$ cat src/rtl/mem_arbiter_if.sv
// rtl/mem_arbiter_if.sv - request, response and memory bus bundle for mem_arbiter
//
// Signals (directions as seen by the arbiter through modport slave):
//   i_req, i_addr                 in   fetch request and address
//   i_done, i_rdata               out  fetch completion pulse and fetched word
//   d_req, d_we, d_addr, d_wdata  in   data request, write flag, address, store data
//   d_done, d_rdata               out  data completion pulse and loaded word
//   mem_en, mem_wr                out  memory access active / write enable
//   mem_addr, mem_wdata           out  memory address / write data
//   mem_rdata                     in   memory read data
//   busy                          out  arbiter not idle
// modport master is the requester/memory side view.
interface mem_arbiter_if #(
  parameter int ADDR_W = 16,
  parameter int DATA_W = 16
);
  logic              i_req;
  logic [ADDR_W-1:0] i_addr;
  logic              i_done;
  logic [DATA_W-1:0] i_rdata;
  logic              d_req;
  logic              d_we;
  logic [ADDR_W-1:0] d_addr;
  logic [DATA_W-1:0] d_wdata;
  logic              d_done;
  logic [DATA_W-1:0] d_rdata;
  logic              mem_en;
  logic              mem_wr;
  logic [ADDR_W-1:0] mem_addr;
  logic [DATA_W-1:0] mem_wdata;
  logic [DATA_W-1:0] mem_rdata;
  logic              busy;

  modport slave (
    input  i_req, i_addr, d_req, d_we, d_addr, d_wdata, mem_rdata,
    output i_done, i_rdata, d_done, d_rdata, mem_en, mem_wr, mem_addr, mem_wdata, busy
  );

  modport master (
    output i_req, i_addr, d_req, d_we, d_addr, d_wdata, mem_rdata,
    input  i_done, i_rdata, d_done, d_rdata, mem_en, mem_wr, mem_addr, mem_wdata, busy
  );
endinterface

$ cat src/rtl/mem_arbiter.sv
// rtl/mem_arbiter.sv - fetch/data arbiter in front of a fixed-latency unified memory
//
// Ports:
//   clk   in  clock, all state on rising edge
//   rst   in  synchronous reset, active-high
//   bus   mem_arbiter_if.slave: I-port (read-only), D-port (read/write),
//         memory bus and busy flag
// One transaction at a time. D wins a tie from IDLE; on completion the other
// port is served next if it is waiting, so neither port can starve.
module mem_arbiter #(
  parameter int ADDR_W  = 16,
  parameter int DATA_W  = 16,
  parameter int MEM_LAT = 4
) (
  input  logic          clk,
  input  logic          rst,
  mem_arbiter_if.slave  bus
);
  localparam int CNT_W = $clog2(MEM_LAT + 1);

  typedef enum logic [2:0] {IDLE, BUSY_I, BUSY_D, DONE_I, DONE_D} state_t;

  state_t            state, next_state;
  logic [CNT_W-1:0]  cnt;
  logic              last;
  logic              grant_i, grant_d;
  logic [ADDR_W-1:0] lat_addr;
  logic              lat_we;
  logic [DATA_W-1:0] lat_wdata;
  logic [DATA_W-1:0] i_rdata_q, d_rdata_q;

  assign last = (cnt == CNT_W'(MEM_LAT - 1));

  always_comb begin
    next_state = state;
    grant_i    = 1'b0;
    grant_d    = 1'b0;
    case (state)
      IDLE: begin
        if (bus.d_req)      grant_d = 1'b1;
        else if (bus.i_req) grant_i = 1'b1;
      end
      BUSY_I: if (last) next_state = DONE_I;
      BUSY_D: if (last) next_state = DONE_D;
      // The port just served is ignored here; only the other one can be granted.
      DONE_I: begin
        if (bus.d_req) grant_d = 1'b1;
        else           next_state = IDLE;
      end
      DONE_D: begin
        if (bus.i_req) grant_i = 1'b1;
        else           next_state = IDLE;
      end
      default: next_state = IDLE;
    endcase
    if (grant_d)      next_state = BUSY_D;
    else if (grant_i) next_state = BUSY_I;
  end

  always_ff @(posedge clk) begin
    if (rst) begin
      state     <= IDLE;
      cnt       <= '0;
      lat_addr  <= '0;
      lat_we    <= 1'b0;
      lat_wdata <= '0;
      i_rdata_q <= '0;
      d_rdata_q <= '0;
    end else begin
      state <= next_state;
      // Request fields are captured only on the grant edge, so requesters
      // changing them mid-transaction cannot disturb the memory bus.
      if (grant_d) begin
        lat_addr  <= bus.d_addr;
        lat_we    <= bus.d_we;
        lat_wdata <= bus.d_wdata;
      end else if (grant_i) begin
        lat_addr  <= bus.i_addr;
        lat_we    <= 1'b0;
        lat_wdata <= '0;
      end
      if (state == BUSY_I || state == BUSY_D) begin
        if (last) begin
          cnt <= '0;
          if (state == BUSY_I)  i_rdata_q <= bus.mem_rdata;
          else if (!lat_we)     d_rdata_q <= bus.mem_rdata;
        end else begin
          cnt <= cnt + CNT_W'(1);
        end
      end
    end
  end

  assign bus.mem_en    = (state == BUSY_I) || (state == BUSY_D);
  assign bus.mem_wr    = (state == BUSY_D) && lat_we;
  assign bus.mem_addr  = lat_addr;
  assign bus.mem_wdata = lat_wdata;
  assign bus.i_done    = (state == DONE_I);
  assign bus.d_done    = (state == DONE_D);
  assign bus.i_rdata   = i_rdata_q;
  assign bus.d_rdata   = d_rdata_q;
  assign bus.busy      = (state != IDLE);
endmodule

$ cat src/flat_wrapper.sv
// flat-port wrapper written by rule: the top's interface ports become plain ports
module mem_arbiter_flat 
#(
  parameter int ADDR_W  = 16,
  parameter int DATA_W  = 16,
  parameter int MEM_LAT = 4
)
  (clk, rst, bus_i_req, bus_i_addr, bus_d_req, bus_d_we, bus_d_addr, bus_d_wdata, bus_mem_rdata, bus_i_done, bus_i_rdata, bus_d_done, bus_d_rdata, bus_mem_en, bus_mem_wr, bus_mem_addr, bus_mem_wdata, bus_busy);
  mem_arbiter_if #(.ADDR_W(ADDR_W), .DATA_W(DATA_W)) bus_i ();
  input  logic clk;
  input  logic rst;
  input wire logic [$bits(bus_i.i_req)-1:0] bus_i_req;
  input wire logic [$bits(bus_i.i_addr)-1:0] bus_i_addr;
  input wire logic [$bits(bus_i.d_req)-1:0] bus_d_req;
  input wire logic [$bits(bus_i.d_we)-1:0] bus_d_we;
  input wire logic [$bits(bus_i.d_addr)-1:0] bus_d_addr;
  input wire logic [$bits(bus_i.d_wdata)-1:0] bus_d_wdata;
  input wire logic [$bits(bus_i.mem_rdata)-1:0] bus_mem_rdata;
  output wire logic [$bits(bus_i.i_done)-1:0] bus_i_done;
  output wire logic [$bits(bus_i.i_rdata)-1:0] bus_i_rdata;
  output wire logic [$bits(bus_i.d_done)-1:0] bus_d_done;
  output wire logic [$bits(bus_i.d_rdata)-1:0] bus_d_rdata;
  output wire logic [$bits(bus_i.mem_en)-1:0] bus_mem_en;
  output wire logic [$bits(bus_i.mem_wr)-1:0] bus_mem_wr;
  output wire logic [$bits(bus_i.mem_addr)-1:0] bus_mem_addr;
  output wire logic [$bits(bus_i.mem_wdata)-1:0] bus_mem_wdata;
  output wire logic [$bits(bus_i.busy)-1:0] bus_busy;
  assign bus_i.i_req = bus_i_req;
  assign bus_i.i_addr = bus_i_addr;
  assign bus_i.d_req = bus_d_req;
  assign bus_i.d_we = bus_d_we;
  assign bus_i.d_addr = bus_d_addr;
  assign bus_i.d_wdata = bus_d_wdata;
  assign bus_i.mem_rdata = bus_mem_rdata;
  assign bus_i_done = bus_i.i_done;
  assign bus_i_rdata = bus_i.i_rdata;
  assign bus_d_done = bus_i.d_done;
  assign bus_d_rdata = bus_i.d_rdata;
  assign bus_mem_en = bus_i.mem_en;
  assign bus_mem_wr = bus_i.mem_wr;
  assign bus_mem_addr = bus_i.mem_addr;
  assign bus_mem_wdata = bus_i.mem_wdata;
  assign bus_busy = bus_i.busy;
  mem_arbiter #(.ADDR_W(ADDR_W), .DATA_W(DATA_W), .MEM_LAT(MEM_LAT)) u_core (.clk(clk), .rst(rst), .bus(bus_i));
endmodule
$ cat config.mk
export PLATFORM = sky130hd
export DESIGN_NAME = mem_arbiter_flat
export DESIGN_NICKNAME = d
export VERILOG_FILES = /design/src/rtl/mem_arbiter_if.sv /design/src/rtl/mem_arbiter.sv /design/src/flat_wrapper.sv
export SDC_FILE = /design/constraint.sdc
export NUM_CORES = 1
export LEC_CHECK = 0
export ABC_AREA = 1
export CORE_ASPECT_RATIO = 1.1
export CORE_UTILIZATION = 27
export DETAILED_ROUTE_END_ITERATION = 10
export HOLD_SLACK_MARGIN = 0.15
export SYNTH_ARGS = -nofsm -noshare
export SYNTH_HDL_FRONTEND = slang
export SYNTH_SLANG_ARGS = --single-unit
$ cat constraint.sdc
create_clock -name clk -period 1.7 [get_ports clk]
set_clock_uncertainty 0.1 [all_clocks]
set_input_delay 0.255 -clock clk [delete_from_list [all_inputs] [get_ports clk]]
set_output_delay 0.255 -clock clk [all_outputs]
set_load 0.02 [all_outputs]
==> metrics.md <==
| Metric | Value |
|---|---|
| GPL Wtd Cong | around 0.8 |
| Synth cell types | 23 |
| Min-delay src | u_core.bus.mem_wdata[4] |
| Fill cell total of the finished layout | approximately 970 |
| Final setup viols | 0 |
| WL/cell | about 12 µm |
| Pleak | 2.40 nW |
| Synthesized flop and latch total | roughly 70 |
| Reg-to-reg slack, setup | ~0.18 ns |
| Syn Inst Count | 371 |
| Global-route wire length before repair | 12.6 mm |
| Root buffer cell | clkbuf_8 |
| Cell Chain, Critical Path | clkdlybuf4s50_1 |
| Worst hold path type | register to register |
| Starting density of the core | 0.280 |
| VDD IR max | roughly 0.48 mV |
| Top-count cell post-synth | nand2_1 |
| Final Hold Vio Count | 0 |
| Setup crit end | bus_d_rdata[5] |
| Clock Sinks | ~70 |
| R2R Path Start | u_core.state[2] |
| Post-synth top cells | 118 x nand2_1, 71 x dfxtp_1, 40 x o21ai_0 |
| PwrDens | 1310 nW/µm² |
| Ys async rst share | 0 |
| Maximum buffer depth of the clock tree | 2 |
| Fin nets | just under 600 |
| Hold-fix buffers at CTS | 0 |
| Total wire length | 7.80 mm |
| Vias in the first global route | ~2800 |
| Crit path depth | 1 |
| Crit path time final | roughly 1.7 ns |
| Max-cap violations | 0 |
| I/O Buffers | ~140 |
| Post-synth EDFFs | 0 |
| Top-Level Pins | ~140 |
| Layout area overhead | 68.3% |
| Status | complete, but fails checks |
| DRC | 10 |
| Total negative setup slack | 0 ns |
| Prevailing post-synth register cell | dfxtp_1 |
| Post-synthesis sequential area ratio | 0.514 |
| Yosys top cell area share | 0.514 |
| Routed Antenna Nets | 0 |
| Proportion of layout cells with a drive suffix above 1 | 0.0958 |
| Initial antenna violation count | 0 |
| Worst-Margin Slew | about 0.27 ns |
| DIE AREA | approximately 11000 µm² |
| Hold slack final | approximately 0.34 ns |
| Die Wd | between 90 and 100 µm |
| Num rows | 38 |
| Netlist Area Pre-Place | ~2800 µm² |
| Max stage delay on crit path | 0.61 ns |
| TritonCTS clock tree | yes |
| Pin count of the biggest net entering global routing | 55 |
| Antenna diodes | 0 |
| Reg2Reg Depth | 9 |
| Initial DRC count | between 100 and 150 |
| RSZ-0062 raised after global routing | false |
| FMAX | around 0.60 GHz |
| Core area | 9890 µm² |
| Endpoint class of the critical path | output port |
| Clock transition at path regs | 0.08 ns |
| Synth Warn # | 0 |
| CP max FO | 2 |
| # H-tree levels | 3 |
| Worst-Skew Late Latency | 0.34 ns |
| Buf+Inv Stages, Crit Path | 1 |
| Total GRT Usage | 0.150 |
| Mapped Nets | around 440 |
| Die height | ~110 µm |
| Critical path origin | u_core.bus.d_rdata[5] |
| Main area contributors after synthesis | dfxtp_1 51%, nand2_1 16%, o21ai_0 7.2% |
| Detailed-placement wirelength estimate | roughly 5.5 mm |
| Num CTS Buffers | 9 |
| Worst slew margin relative to its limit | 0.820 |
| Setup CP Type | register to output port |
| Family with the most delay on the worst path | buffers and inverters |
| Initial DRT Pass Iterations | 8 |
| Failing checks | design-rule violations |
| Dominant cell type by area after synthesis | dfxtp_1 |
| Mean Syn Cell Area | between 7 and 8 µm² |
| Grt total ovfl | 0 |
| Max-slew violation count | 0 |
| Vias post-DR | about 2900 |
| WP data required | 1.34 ns |
| CP Launch Type | register |
| Critical path's slowest cell | clkdlybuf4s50_1 |
| Fin crit share | 0.973 |
| Routed vias/inst | between 4 and 5 |
| WP data arrival | 1.30 ns |
| Reg-to-Reg End | u_core.bus.mem_addr[10] |
cell type report:
cell class                 instances  area, µm²  area share
clock buffer                      10        128      0.0274
clock inverter                     6       93.8      0.0202
inverter                          34        128      0.0274
multi-input combinational        247       1150       0.247
sequential                        71       1420       0.306
tap                              120        150      0.0322
timing repair buffer             154       1580       0.340
logic make-up (layout without fill, tap and decap cells):
kind of cell / Yosys count / after routing / synth area share
AOI/OAI and AO/OA: 82 / 82 / 0.159
buffers and inverters: 53 / 204 / 0.0796
adders and majority gates: 1 / 1 / 0.00452
and+or+nand+nor: 164 / 164 / 0.243
DFF: 71 / 71 / 0.514
sequential cells by signal, summed over array words and instances, names as in the netlist:
register              flops
u_core.bus.mem_wdata     16
u_core.bus.d_rdata       16
u_core.cnt                3
u_core.state              3
u_core.bus.mem_addr      16
u_core.lat_we             1
u_core.bus.i_rdata       16
routing by layer:
metal,global-route usage,routed length [µm],vias up
met1,0.171,3280,1262
met3,0.0627,908,11
met2,0.249,3490,126
met4,0.0608,118,0
met5,0,0,-
li1,-,-,1478
how the worst min path moves through the flow:
stage                          endpoint  slack [ns]  cells past startpoint
2_1_floorplan             u_core.cnt[1]        0.22                      1
3_3_place_gp   u_core.bus.mem_wdata[13]        0.33                      2
3_5_place_dp    u_core.bus.mem_wdata[6]        0.33                      2
4_1_cts           u_core.bus.i_rdata[2]        0.35                      3
5_1_grt         u_core.bus.mem_wdata[2]        0.37                      3
6_report        u_core.bus.mem_wdata[4]        0.34                      2
stage by stage:
step                      setup WS (ns)  cells   util  instance area [µm²]  power (W)
after CTS                       0.00856    641  0.465                 4600    0.00619
final                            0.0466    642  0.471                 4660    0.00610
after floorplan                   0.239    371      -                 2770    0.00353
after global routing           0.000105    642  0.471                 4660    0.00655
after detailed placement        -0.0219    625  0.443                 4380    0.00467
after global placement          0.00790    625  0.443                 4380    0.00465
placed cells by master (no fill, tap or decap), types with 2 or more instances in the layout:
cell / instances
clkinv_1: 2
a21oi_1: 35
inv_2: 2
nand4_1: 2
nand2_2: 3
nor2_2: 3
clkinv_4: 2
buf_12: 4
clkbuf_8: 9
bufinv_16: 2
inv_1: 30
clkbuf_2: 2
o21ai_0: 40
dlymetal6s2s_1: 20
nand3_2: 2
nor2_1: 13
nand2_1: 117
o211a_1: 5
nand3_1: 21
dfxtp_2: 2
dfxtp_1: 69
clkdlybuf4s50_1: 111
buf_4: 13
power breakdown:
part           switching [W]  internal [W]  total (W)
Combinational        0.00139       0.00113    0.00251
Sequential          0.000157       0.00194    0.00209
Clock               0.000662      0.000837    0.00150
timing repair:
item	in CTS	in global routing
cloned	0	0
gates resized for setup	13	29
setup buffers	0	1
setup endpoints to repair	6	25
(Power assumes the default switching activity.)
